## config.mk

```make
export PLATFORM = sky130hd
export DESIGN_NAME = stream_line_reframer
export DESIGN_NICKNAME = d
export VERILOG_FILES = /design/src/rtl/stream_line_reframer.sv
export SDC_FILE = /design/constraint.sdc
export NUM_CORES = 1
export LEC_CHECK = 0
export ABC_AREA = 1
export BUFFER_PORTS_ARGS = -buffer_cell sky130_fd_sc_hd__buf_2
export CORE_MARGIN = 10
export CORE_UTILIZATION = 59
export CTS_BUF_LIST = sky130_fd_sc_hd__clkbuf_8
export DETAILED_ROUTE_END_ITERATION = 16
export PLACE_DENSITY_LB_ADDON = 0.1
export SLEW_MARGIN = 20
export SYNTH_ARGS = -nofsm -noshare
export SYNTH_HDL_FRONTEND = slang
export SYNTH_SLANG_ARGS = --single-unit
```

## constraint.sdc

```tcl
create_clock -name pixel_clk -period 4.1 [get_ports pixel_clk]
set_clock_uncertainty 0.05 [all_clocks]
set_input_delay 0.41 -clock pixel_clk [delete_from_list [all_inputs] [get_ports pixel_clk]]
set_output_delay 0.41 -clock pixel_clk [all_outputs]
set_load 0.02 [all_outputs]
```

## src/rtl/stream_line_reframer.sv

```systemverilog
// AXI4-Stream video re-framer: regenerates tlast/tuser from a latched line/frame geometry,
// aligns to upstream start-of-frame and flags upstream framing mismatches.
module stream_line_reframer #(
  parameter int unsigned DATA_WIDTH = 8,
  parameter int unsigned CHANNELS   = 3,
  parameter int unsigned CNT_WIDTH  = 12
) (
  input  logic                           pixel_clk,
  input  logic                           rst,
  input  logic [CNT_WIDTH-1:0]           line_len,
  input  logic [CNT_WIDTH-1:0]           frame_rows,
  input  logic [DATA_WIDTH*CHANNELS-1:0] s_axis_tdata,
  input  logic                           s_axis_tlast,
  input  logic                           s_axis_tuser,
  input  logic                           s_axis_tvalid,
  output logic                           s_axis_tready,
  output logic [DATA_WIDTH*CHANNELS-1:0] m_axis_tdata,
  output logic                           m_axis_tlast,
  output logic                           m_axis_tuser,
  output logic                           m_axis_tvalid,
  input  logic                           m_axis_tready,
  output logic                           frame_done,
  output logic                           tlast_err,
  output logic                           sof_err
);

  localparam int unsigned TdataWidth = DATA_WIDTH * CHANNELS;
  localparam logic [CNT_WIDTH-1:0] CntOne = {{(CNT_WIDTH-1){1'b0}}, 1'b1};

  typedef enum logic [0:0] {StUnsync, StActive} state_e;

  state_e               state_q, state_d;
  logic [CNT_WIDTH-1:0] x_cnt_q, x_cnt_d;
  logic [CNT_WIDTH-1:0] y_cnt_q, y_cnt_d;
  logic [CNT_WIDTH-1:0] len_q, rows_q;

  logic                 accept;
  logic [CNT_WIDTH-1:0] len_new, rows_new;
  logic [CNT_WIDTH-1:0] cur_len, cur_rows;
  logic [CNT_WIDTH-1:0] x_pos, y_pos;
  logic                 x_last, y_last;
  logic                 active_beat;
  logic                 out_last, out_user;
  logic                 frame_hit, tlast_hit, sof_hit;

  assign s_axis_tready = !m_axis_tvalid || m_axis_tready;
  assign accept        = s_axis_tvalid && s_axis_tready;

  // State register
  always_ff @(posedge pixel_clk) begin
    if (rst) begin
      state_q <= StUnsync;
    end else begin
      state_q <= state_d;
    end
  end

  // Next-state: any accepted start-of-frame locks (or re-locks) the framing
  always_comb begin
    state_d = state_q;
    if (accept && s_axis_tuser) begin
      state_d = StActive;
    end
  end

  // Beat decode: position and regenerated framing for the beat presented on the input
  always_comb begin
    len_new     = (line_len == '0) ? CntOne : line_len;
    rows_new    = (frame_rows == '0) ? CntOne : frame_rows;
    cur_len     = s_axis_tuser ? len_new : len_q;
    cur_rows    = s_axis_tuser ? rows_new : rows_q;
    x_pos       = s_axis_tuser ? '0 : x_cnt_q;
    y_pos       = s_axis_tuser ? '0 : y_cnt_q;
    x_last      = (x_pos == cur_len - CntOne);
    y_last      = (y_pos == cur_rows - CntOne);
    // The syncing tuser beat itself is already framed as position (0,0)
    active_beat = (state_q == StActive) || s_axis_tuser;
    out_last    = active_beat && x_last;
    out_user    = active_beat && (x_pos == '0) && (y_pos == '0);
    frame_hit   = active_beat && x_last && y_last;
    tlast_hit   = (state_q == StActive) && (s_axis_tlast != x_last);
    sof_hit     = (state_q == StActive) && s_axis_tuser &&
                  ((x_cnt_q != '0) || (y_cnt_q != '0));
  end

  always_comb begin
    x_cnt_d = x_cnt_q;
    y_cnt_d = y_cnt_q;
    if (accept && active_beat) begin
      if (x_last) begin
        x_cnt_d = '0;
        y_cnt_d = y_last ? '0 : y_pos + CntOne;
      end else begin
        x_cnt_d = x_pos + CntOne;
        y_cnt_d = y_pos;
      end
    end
  end

  always_ff @(posedge pixel_clk) begin
    if (rst) begin
      x_cnt_q       <= '0;
      y_cnt_q       <= '0;
      len_q         <= CntOne;
      rows_q        <= CntOne;
      m_axis_tdata  <= '0;
      m_axis_tlast  <= 1'b0;
      m_axis_tuser  <= 1'b0;
      m_axis_tvalid <= 1'b0;
      frame_done    <= 1'b0;
      tlast_err     <= 1'b0;
      sof_err       <= 1'b0;
    end else begin
      x_cnt_q    <= x_cnt_d;
      y_cnt_q    <= y_cnt_d;
      frame_done <= accept && frame_hit;
      tlast_err  <= accept && tlast_hit;
      sof_err    <= accept && sof_hit;
      if (accept && s_axis_tuser) begin
        len_q  <= len_new;
        rows_q <= rows_new;
      end
      if (accept) begin
        m_axis_tdata  <= s_axis_tdata[TdataWidth-1:0];
        m_axis_tlast  <= out_last;
        m_axis_tuser  <= out_user;
        m_axis_tvalid <= 1'b1;
      end else if (m_axis_tready) begin
        m_axis_tvalid <= 1'b0;
      end
    end
  end

endmodule

```

Word level (Yosys, flattened, before mapping)
Cells that the tools add are included.
Storage, ports and cells
  logic and storage cells: 54
  register bits after elaboration: 79
  output and inout port bits: 31
Cells by class
  equality and inequality tests: 3
  reductions and logical operators: 24
  muxes and demuxes: 11
  add/subtract/negate cells: 4
Operator list (number)
  $mux 12: 9
  $logic_not 12->1: 4
  $add 12x1->12 const B: 2
  $eq 12x12->1: 2
  $reduce_bool 12->1: 2
  $sub 12x1->12 const B: 2
  $logic_and 1x1->1: 13
  $logic_or 1x1->1: 3
  $mux 1: 2
  $reduce_bool 2->1: 1
  $logic_not 1->1: 1
  $ne 1x1->1: 1

Longest topological paths before layout
Gate-level depths: netlist of the first run.
  depth in word-level cells: 8
  mapped depth: 24
  mapped depth without buffers: 22

Worst setup path after synthesis of the first run
Ideal clock, no wire load.
  kind: in2reg
  from: input s_axis_tuser
  to: register y_cnt_q[2]
  stages: 18
  data arrival time: 2.654 ns
  path slack: 1.264 ns
  setup time: 0.132 ns
  buffers on the path: 4
  cell sequence: buf_6 -> buf_4 -> or2_2 -> nand2_1 -> buf_2 -> ha_1 -> inv_1 -> nor3_1 -> nand4_1 -> xor2_1 -> nand2_1 -> nor2_1 -> nand3_2 -> buf_4 -> nand3_1 -> nand2_1 -> nand2_1 -> a21oi_1
Between the ends
  word-level cells in the longest chain between the ends: 5
  elaborated cells between the ends (all ways): 13
Ends and longest elaborated chain
  from (decl): line 14  | input logic s_axis_tuser,
  $mux 12: line 71  | cur_rows = s_axis_tuser ? rows_new : rows_q;
  $sub 12x1->12: line 75  | y_last = (y_pos == cur_rows - CntOne);
  $eq 12x12->1: line 75
  $mux 12: line 92  | y_cnt_d = y_last ? '0 : y_pos + CntOne;
  $mux 12: line 90  | if (x_last) begin
  to (signal assigned): line 115  | y_cnt_q <= y_cnt_d;
  to (decl): line 34  | logic [CNT_WIDTH-1:0] y_cnt_q, y_cnt_d;
Parallel ways exist; a longest one is shown, timed or not.
A chain may end at the register's enable or synchronous reset.

Worst setup path after layout of the first run
  from: input s_axis_tuser
  to: register y_cnt_q[3]
The elaborated chain is that of the path after synthesis.

==> metrics.txt, run 1 <==
fin. max-slew vios 0; Hold WC Path Type input port to flop; syn nets 939; gr usage total approximately 23%; Core Util, Final approximately 68%; Yosys reg bits 79; Rel. slew slack 35.3%; maximum vdd drop about 0.19 mV; RSZ-0062 raised after global routing no; Remaining Overflow, GRT 0; DP HPWL around 12,000 um; status completed; EDFF count, synth 0; final hold vios 0; routed vias/inst around 5.4; FP Rows 34; ant diodes 0; final instance area slightly below 6000 um2; core outline area roughly 8800 um2; cell area power density 328 nW/um2; Num CTS Buffers 9; post-route minimum period roughly 3.2 ns; crit path launch type input port; Synth Warn # 0; worst hold slack roughly 0.24 ns; Pre-Repair DR Iteration Count 5; sw power 0.000646 W; worst skew pair latency roughly 0.37 ns; FILL cells 824; Worst-path clk slew 0.09 ns; starting density of the core 60.7%; Inst Count DP 1,043; CTS-repair resized insts 0; overall die width ~110 um; Distinct cells, synth 38; drt initial violations ~470; Max Fclk between 0.3 and 0.4 GHz; WL per Instance roughly 14 um; Setup Buffers After CTS 0; Vias 5,761; clock power share between 30% and 40%; GP Congestion roughly 0.92; initial antenna violation count 0; final period utilization 77.6%; max_cap viols 0; layout cells sized above 1 14.6%; final layout net count around 1,000; Worst Path Required roughly 4.4 ns; Sw Share 33.1%; cts hold-fix bufs 0; Int Power about 0.0013 W; port bufs 84; Pleak ~2.9 nW; drt drc 0; Syn-to-layout area delta 11.9%; vias in the first global route 5,527; sequential area share after synthesis between 20 and 30%; CTS Root Cell clkbuf_8; combinational fraction of design power between 20 and 25%; Least-Margin Pin Slew around 0.97 ns; Top Ports between 80 and 90; most common cell after layout, fill and taps aside nand2_1; CP Class input port to flop; CTS tree built; Max FO, Critical Path 34; clk sink count 79; Reg power frac a little over two fifths; first-pass GRT wire length between 20,000 and 30,000 um; Avg Synthesized Cell Area approximately 6.0 um2; Main synth FF type dfxtp_1; async set-reset flop share out of synthesis 0%; largest net degree at the start of global routing 35; Setup TNS Final 0 ns; Post-Layout Cell Count between 1,000 and 1,500; CP Capture Type flop; commonest cells after routing, fill and taps aside 220 x nand2_1, 117 x nor2_1, 108 x inv_1, 84 x buf_2, 79 x dfxtp_1; post-synthesis cell count approximately 900; Die Height about 110 um; Die ar. around 13,000 um2; Critical Path AT roughly 3.4 ns; final setup fails 0; area of the mapped netlist 5320 um2; placed cell area roughly 5700 um2; clock buffer depth 2; Routed Antenna Nets 0; CTS H-tree depth 3; WL final approximately 15,000 um
synth_stat cells (4+ instances only):
library cell	count	area share [%]
nor4_1	5	0.59
nor3_1	5	0.47
buf_2	4	0.38
o21ai_1	14	1.3
buf_4	8	1.1
xor2_1	20	3.3
nand2_2	5	0.59
inv_2	7	0.49
o21ai_0	76	7.2
dfxtp_1	79	30
ha_1	6	1.4
buf_6	5	1.1
nor2_1	117	8.3
nand2_1	220	16
a21oi_1	53	5.0
xnor2_1	4	0.66
inv_1	108	7.6
nand4_1	15	1.8
nor2_2	8	0.94
clkbuf_1	19	1.3
nand3_1	77	7.3
flip-flops by register name (all words and copies together), names as in the netlist:
register and flops:
frame_done 1, len_q 12, m_axis_tdata 24, m_axis_tlast 1
m_axis_tuser 1, m_axis_tvalid 1, rows_q 12, sof_err 1
state_q 1, tlast_err 1, x_cnt_q 12, y_cnt_q 12
path summary, 6_finish.rpt:
path	start	to	slack (ns)	cells after the start
worst max-delay path	s_axis_tuser	y_cnt_q[3]	0.92	20
worst min-delay path	s_axis_tdata[1]	m_axis_tdata[1]	0.24	3
worst min register to register	rows_q[4]	rows_q[4]	0.41	2
worst max register to register	len_q[0]	y_cnt_q[3]	1.06	17
layout make-up:
cell class,instances,area (um2),area share (%)
clock buffer,9,124,2.08
multi-input combinational,648,3090,51.9
sequential,79,1580,26.6
inverter,116,435,7.32
timing repair buffer,92,480,8.08
tap,108,135,2.27
clock inverter,7,103,1.72
metrics by stage:
step / power, W / setup WS, ns
after global routing: 0.00205 / 0.487
after CTS: 0.00195 / 1.00
after floorplan: 0.00116 / 1.26
after detailed placement: 0.00128 / 0.642
after global placement: 0.00127 / 0.758
final: 0.00195 / 0.918
worst max-delay path: stages:
cell and delay (ns):
buf_2 0.46, inv_2 0.34, o21ai_1 0.29, inv_1 0.07
ha_1 0.20, inv_1 0.15, nor2_2 0.09, nand2_1 0.09
nand2_1 0.06, nand2_1 0.11, nand2_1 0.05, nand2_1 0.08
nand2_1 0.06, nor2_2 0.12, nand2_1 0.11, nor2_4 0.31
nand3_1 0.12, nand2_1 0.08, nand2_1 0.06, a21oi_1 0.14
layer usage:
metal  global-route usage [%]  vias to the layer above  share of wire [%]
met1                     26.5                     2621                 42
li1                         -                     2938                  -
met2                     41.1                      174                 50
met3                     4.17                       28                5.5
met4                     8.09                        0                2.1
met5                        0                        -                  0
power by group through the flow:
stage	logic (W)	clock network, W	registers (W)
floorplan	0.000284	0	0.000876
global route	0.000486	0.000721	0.000845
CTS	0.000427	0.000687	0.000839
global placement	0.000417	0	0.000854
finish	0.000431	0.000680	0.000839
detailed placement	0.000424	0	0.000856
logic make-up (layout without fill, tap and decap cells):
group           count (synthesis)  count (layout)  synth area share, %
simple gates                  462             462                 36.9
compound gates                154             154                 15.1
buf+inv                       152             224                 12.1
flops                          79              79                 29.8
xor+xnor                       26              26                 4.68
fa+ha+maj                       6               6                 1.41
No activity file was read; power rests on OpenSTA's default activity.
==> run 2: changes to the inputs <==
clock period = 3.1 ns   (was 4.1 ns; I/O delays follow)
==> run 2 against run 1 <==
Worst hold slack lost 0.093 ns. Cell count rose by 0.38%. Wire length shrank 3.5%. Combinational power grew 32%. Critical path depth fell by 3. Setup slack lost 0.52 ns. Non-clock buffer count rose by 4. Sequential power up 32%. Final area is 0.55% higher. Utilization rose by 0.37 points. Flip-flop and latch count is the same. Critical endpoint is now y_cnt_q[4].
==> metrics.txt, run 2 (same netlist as run 1, synthesis figures left out) <==
metal3 WL 930 um (was 843 um); largest net degree at the start of global routing 39 (was 35); max_cap viols 0 (unchanged); WL final 14,800 um (was 15,400 um); Routed Antenna Nets 0 (unchanged); Least-Margin Pin Slew 0.954 ns (was 0.969 ns); wire length on met2 7450 um (was 7730 um); final period utilization between 80% and 90%; CP Class flop to flop (was input port to flop); Remaining Overflow, GRT 0 (unchanged); multi-input logic area 3090 um2 (unchanged); port bufs 84 (unchanged); Critical Path AT 2.94 ns (was 3.43 ns); routed vias/inst 5.40 (was 5.44); met1 WL 5970 um (was 6450 um); maximum vdd drop 0.263 mV (was 0.190 mV); DP HPWL 11,300 um (was 11,800 um); final instance area 5980 um2 (was 5950 um2); register area 1580 um2 (unchanged); core outline area 8760 um2 (unchanged); crit path launch type flop (was input port); Vias 5,745 (was 5,761); max layer used met4 (unchanged); Rel. slew slack 36.4% (was 35.3%); Worst Path Required 3.34 ns (was 4.35 ns); starting density of the core 60.7% (unchanged); layout cells sized above 1 15.0% (was 14.6%); initial antenna violation count 0 (unchanged); clk sink count 79 (unchanged); Largest register FFs 24 (unchanged); Max Fclk 0.371 GHz; drt initial violations 450 (was 468); Pleak 2.90 nW (was 2.88 nW); Die Height 115 um (unchanged); final layout net count 1,010 (was 1,006); Pre-Repair DR Iteration Count 5 (unchanged); CTS-repair resized insts 0 (unchanged); placed cell area 5750 um2 (was 5720 um2); vias in the first global route 5,560 (was 5,527); ant diodes 0 (unchanged); FILL cells 820 (was 824); final setup fails 0 (unchanged); Num CTS Buffers 9 (unchanged); final hold vios 0 (unchanged); CP Capture Type flop (unchanged); Reg2Reg Setup Slack 0.40 ns (was 1.06 ns); fin. max-slew vios 0 (unchanged); Max FO, Critical Path 13 (was 34); CTS Root Cell clkbuf_8 (unchanged); post-route minimum period around 2.7 ns; Setup Buffers After CTS 0 (unchanged); worst skew pair latency 0.36 ns (was 0.37 ns); status completed (unchanged); Setup TNS Final 0 ns (unchanged); Syn-to-layout area delta 12.5% (was 11.9%); FP Rows 34 (unchanged); GP Congestion 1.00 (was 0.915); CTS tree built (unchanged); overall die width 115 um (unchanged); WL per Instance 13.9 um (was 14.5 um); largest register by flop count m_axis_tdata (unchanged); clock buffer depth 2 (unchanged); commonest cells after routing, fill and taps aside 220 x nand2_1, 117 x nor2_1, 108 x inv_1, 84 x buf_2, 79 x dfxtp_1 (unchanged); Hold WC Path Type input port to flop (unchanged); cts hold-fix bufs 0 (unchanged); CTS H-tree depth 3 (unchanged); gr usage total 22.3% (was 22.9%); Worst-path clk slew 0.09 ns (about the same); drt drc 0 (unchanged); first-pass GRT wire length 24,800 um (was 25,300 um); cell area power density 430 nW/um2 (was 328 nW/um2); Die ar. 13,200 um2 (unchanged); Top Ports 85 (unchanged); most common cell after layout, fill and taps aside nand2_1 (unchanged); RSZ-0062 raised after global routing no (unchanged)
run 2: cell count changes in the layout (fill, tap and decap cells not counted):
cell and change:
buf_4 +4, inv_8 -1, inv_6 -1, clkinv_4 +1, clkbuf_8 +1
run 2: final cells by class:
| cell class | instances | area share, % |
|---|---|---|
| multi-input cells | 648 | 51.7 |
| repair buffers | 96 | 8.53 |
| clock buffers | 10 | 2.30 |
| clock inverters | 6 | 1.53 |
| well taps | 108 | 2.26 |
| inverters | 116 | 7.28 |
| flip-flops and latches | 79 | 26.4 |
run 2: metrics by stage:
stage          utilization (%)  worst slack, ns  power [W]  hold WS, ns  std cells
5_1_grt                   68.3           0.0901    0.00271        0.157       1063
6_report                  68.3            0.401    0.00257        0.145       1063
2_1_floorplan                -            0.364    0.00153        0.360        879
3_3_place_gp              65.6            0.260    0.00168        0.396       1047
4_1_cts                   68.3            0.427    0.00258        0.141       1063
3_5_place_dp              65.6            0.161    0.00169        0.409       1047
run 2: routing by layer:
metal / up-vias / global-route usage (%)
met3: 42 / 3.80
met2: 201 / 38.6
met1: 2562 / 25.8
met5: - / 0
met4: 0 / 11.3
li1: 2940 / -
run 2: worst paths after layout:
| path | from | cells past startpoint | to |
|---|---|---|---|
| setup reg to reg | len_q[0] | 17 | y_cnt_q[4] |
| hold / removal | s_axis_tdata[12] | 3 | m_axis_tdata[12] |
| setup / recovery | len_q[0] | 17 | y_cnt_q[4] |
| hold reg to reg | rows_q[10] | 2 | rows_q[10] |
run 2: power by group:
part           switching [W]  internal, W
combinational       0.000378     0.000191
sequential         0.0000358      0.00107
clock               0.000414     0.000480
total               0.000828      0.00174
run 2: worst max-delay path, cell delays in order, from the launching register on:
cell	delay (ns)
dfxtp_1	0.35
or2_2	0.31
nand2_1	0.12
ha_1	0.18
inv_1	0.10
nor2_2	0.21
nand2_1	0.09
nand3_1	0.12
nand2_1	0.07
inv_2	0.04
nand2_1	0.05
nor2_2	0.14
nand2_1	0.11
nor2_4	0.30
nand3_1	0.13
nand2_1	0.08
nand2_1	0.05
a21oi_1	0.14
==> run 3: changes to the inputs <==
CAP_MARGIN = 10   (was default)
PLACE_DENSITY = 0.8   (was default)
PLACE_DENSITY_LB_ADDON = default   (was 0.1)
==> run 3 against run 2 <==
Clock power decreased by 7.8%. Final area hardly changed. Clock-buffer cell count is 1 lower. Die area unchanged. First-iteration DRC count rose by 42%. Utilization hardly changed. Via count is 3.7% higher. Highest routed layer unchanged.
==> metrics.txt, run 3 (same netlist as run 1, synthesis figures left out) <==
Worst Path Required 3.27 ns (was 3.34 ns); cts hold-fix bufs 0 (unchanged); multi-input logic area 3090 um2 (unchanged); routed vias/inst 5.59 (was 5.40); Num CTS Buffers 9 (unchanged); largest net degree at the start of global routing 34 (was 39); layout cells sized above 1 15.2% (was 15.0%); register area 1580 um2 (unchanged); Routed Antenna Nets 0 (unchanged); post-route minimum period 2.89 ns (was 2.70 ns); fin. max-slew vios 0 (unchanged); Least-Margin Pin Slew 0.988 ns (was 0.954 ns); port bufs 84 (unchanged); commonest cells after routing, fill and taps aside 220 x nand2_1, 117 x nor2_1, 108 x inv_1, 84 x buf_2, 79 x dfxtp_1 (unchanged); FILL cells 795 (was 820); Largest register FFs 24 (unchanged); crit path launch type flop (unchanged); drt drc 0 (unchanged); crit-path most repeated cell nand2_1 (unchanged); drt initial violations 638 (was 450); CP Capture Type flop (unchanged); WL per Instance 15.4 um (was 13.9 um); clock buffer depth 2 (unchanged); Max FO, Critical Path 12 (was 13); Top Ports 85 (unchanged); Worst-path clk slew 0.09 ns (about the same); CTS-repair resized insts 0 (unchanged); Hold WC Path Type input port to flop (unchanged); Worst path max stage delay 0.36 ns (was 0.35 ns); gr usage total 24.5% (was 22.3%); final layout net count 1,013 (was 1,010); initial antenna violation count 0 (unchanged); maximum vdd drop 0.283 mV (was 0.263 mV); CTS tree built (unchanged); CTS H-tree depth 3 (unchanged); final setup fails 0 (unchanged); vias in the first global route 5,572 (was 5,560); cell count of the worst hold path 3 (unchanged); Vias 5,957 (was 5,745); ant diodes 0 (unchanged); final hold vios 0 (unchanged); status completed (unchanged); FP Rows 34 (unchanged); overall die width 115 um (unchanged); first-pass GRT wire length 26,700 um (was 24,800 um); Remaining Overflow, GRT 0 (unchanged); Max Fclk 0.346 GHz (was 0.371 GHz); max_cap viols 0 (unchanged); Die Height 115 um (unchanged); CTS Root Cell clkbuf_8 (unchanged); DP HPWL 12,400 um (was 11,300 um); Critical Path AT 3.06 ns (was 2.94 ns); Setup TNS Final 0 ns (unchanged); worst hold slack 0.145 ns (about the same); cell area power density 422 nW/um2 (was 430 nW/um2); Rel. slew slack 34.1% (was 36.4%); Reg2Reg Launch Point rows_q[0] (was len_q[0]); Syn-to-layout area delta 12.5% (about the same); final period utilization 93.2% (was 87.1%); core outline area 8760 um2 (unchanged); slowest CP cell dfxtp_1 (unchanged); largest register by flop count m_axis_tdata (unchanged); CP Class flop to flop (unchanged); RSZ-0062 raised after global routing no (unchanged); worst skew pair latency 0.36 ns (about the same); Die ar. 13,200 um2 (unchanged); Cell Chain, Critical Path or2_2, nand2_1, ha_1, inv_1, nor3_1, nand4_1, xor2_1, nand2_1, nor2_1, nand3_2, nand3_1, nand2_1, nand2_1, a21oi_1 (was or2_2, nand2_1, ha_1, inv_1, nor2_2, nand2_1, nand3_1, nand2_1, inv_2, nand2_1, nor2_2, nand2_1, nor2_4, nand3_1, nand2_1, nand2_1, a21oi_1); GP Congestion 1.02 (was 1.00); clk sink count 79 (unchanged); Pre-Repair DR Iteration Count 7 (was 5); WL final 16,400 um (was 14,800 um); starting density of the core 60.7% (unchanged); FF-to-FF path depth 14 (was 17); Pleak 2.90 nW (about the same); min-delay src s_axis_tdata[9] (was s_axis_tdata[12]); CP Launch Point rows_q[0] (was len_q[0]); Setup Buffers After CTS 0 (unchanged); most common cell after layout, fill and taps aside nand2_1 (unchanged)
## run 3: cell types whose count changed in the layout (fill, tap and decap cells not counted)
cell and change:
clkinv_4 -1, inv_6 +1, clkbuf_8 -1, clkinvlp_4 +1, inv_8 +1, buf_4 +3
bufinv_16 -1
## run 3: final timing paths
path              slack, ns              end
setup / recovery       0.21       y_cnt_q[2]
hold / removal         0.14  m_axis_tdata[9]
setup reg to reg       0.21       y_cnt_q[2]
hold reg to reg        0.42        rows_q[4]
## run 3: critical path, delay by kind of cell (launching register included)
kind	cells	cell delay, ns
AOI/OAI and AO/OA	1	0.06
xor gates and xnor gates	1	0.25
adders and majority gates	1	0.19
buffers and inverters	1	0.06
DFF	1	0.36
and+or+nand+nor	10	1.77
## run 3: metal layers
| metal | GRT usage, % | wire (um) | vias to the layer above |
|---|---|---|---|
| met5 | 0 | 0 | - |
| met4 | 8.83 | 337 | 0 |
| met3 | 6.72 | 1660 | 26 |
| met2 | 39.1 | 7390 | 291 |
| met1 | 30.9 | 7030 | 2690 |
| li1 | - | - | 2950 |
## run 3: final cells by class
cell class                 instances  area share (%)
sequential                        79            26.4
clock inverter                     7            1.34
timing repair buffer              99            8.91
tap                              108            2.26
inverter                         116            7.28
multi-input combinational        648            51.7
clock buffer                       9            2.07
## run 3: stage by stage
stage / utilization, % / std cells / cell area, um2 / total power, W / setup slack [ns]
2_1_floorplan: - / 879 / 5320 / 0.00153 / 0.364
3_3_place_gp: 65.9 / 1050 / 5780 / 0.00169 / 0.175
3_5_place_dp: 65.9 / 1050 / 5780 / 0.00171 / 0.113
4_1_cts: 68.2 / 1066 / 5980 / 0.00252 / 0.272
5_1_grt: 68.2 / 1066 / 5980 / 0.00264 / 0.0487
6_report: 68.2 / 1066 / 5980 / 0.00252 / 0.210
## run 3: power by group
group | switching, W | total [W] | internal, W
registers | 0.0000393 | 0.00111 | 0.00107
logic | 0.000395 | 0.000589 | 0.000194
clock network | 0.000440 | 0.000824 | 0.000384
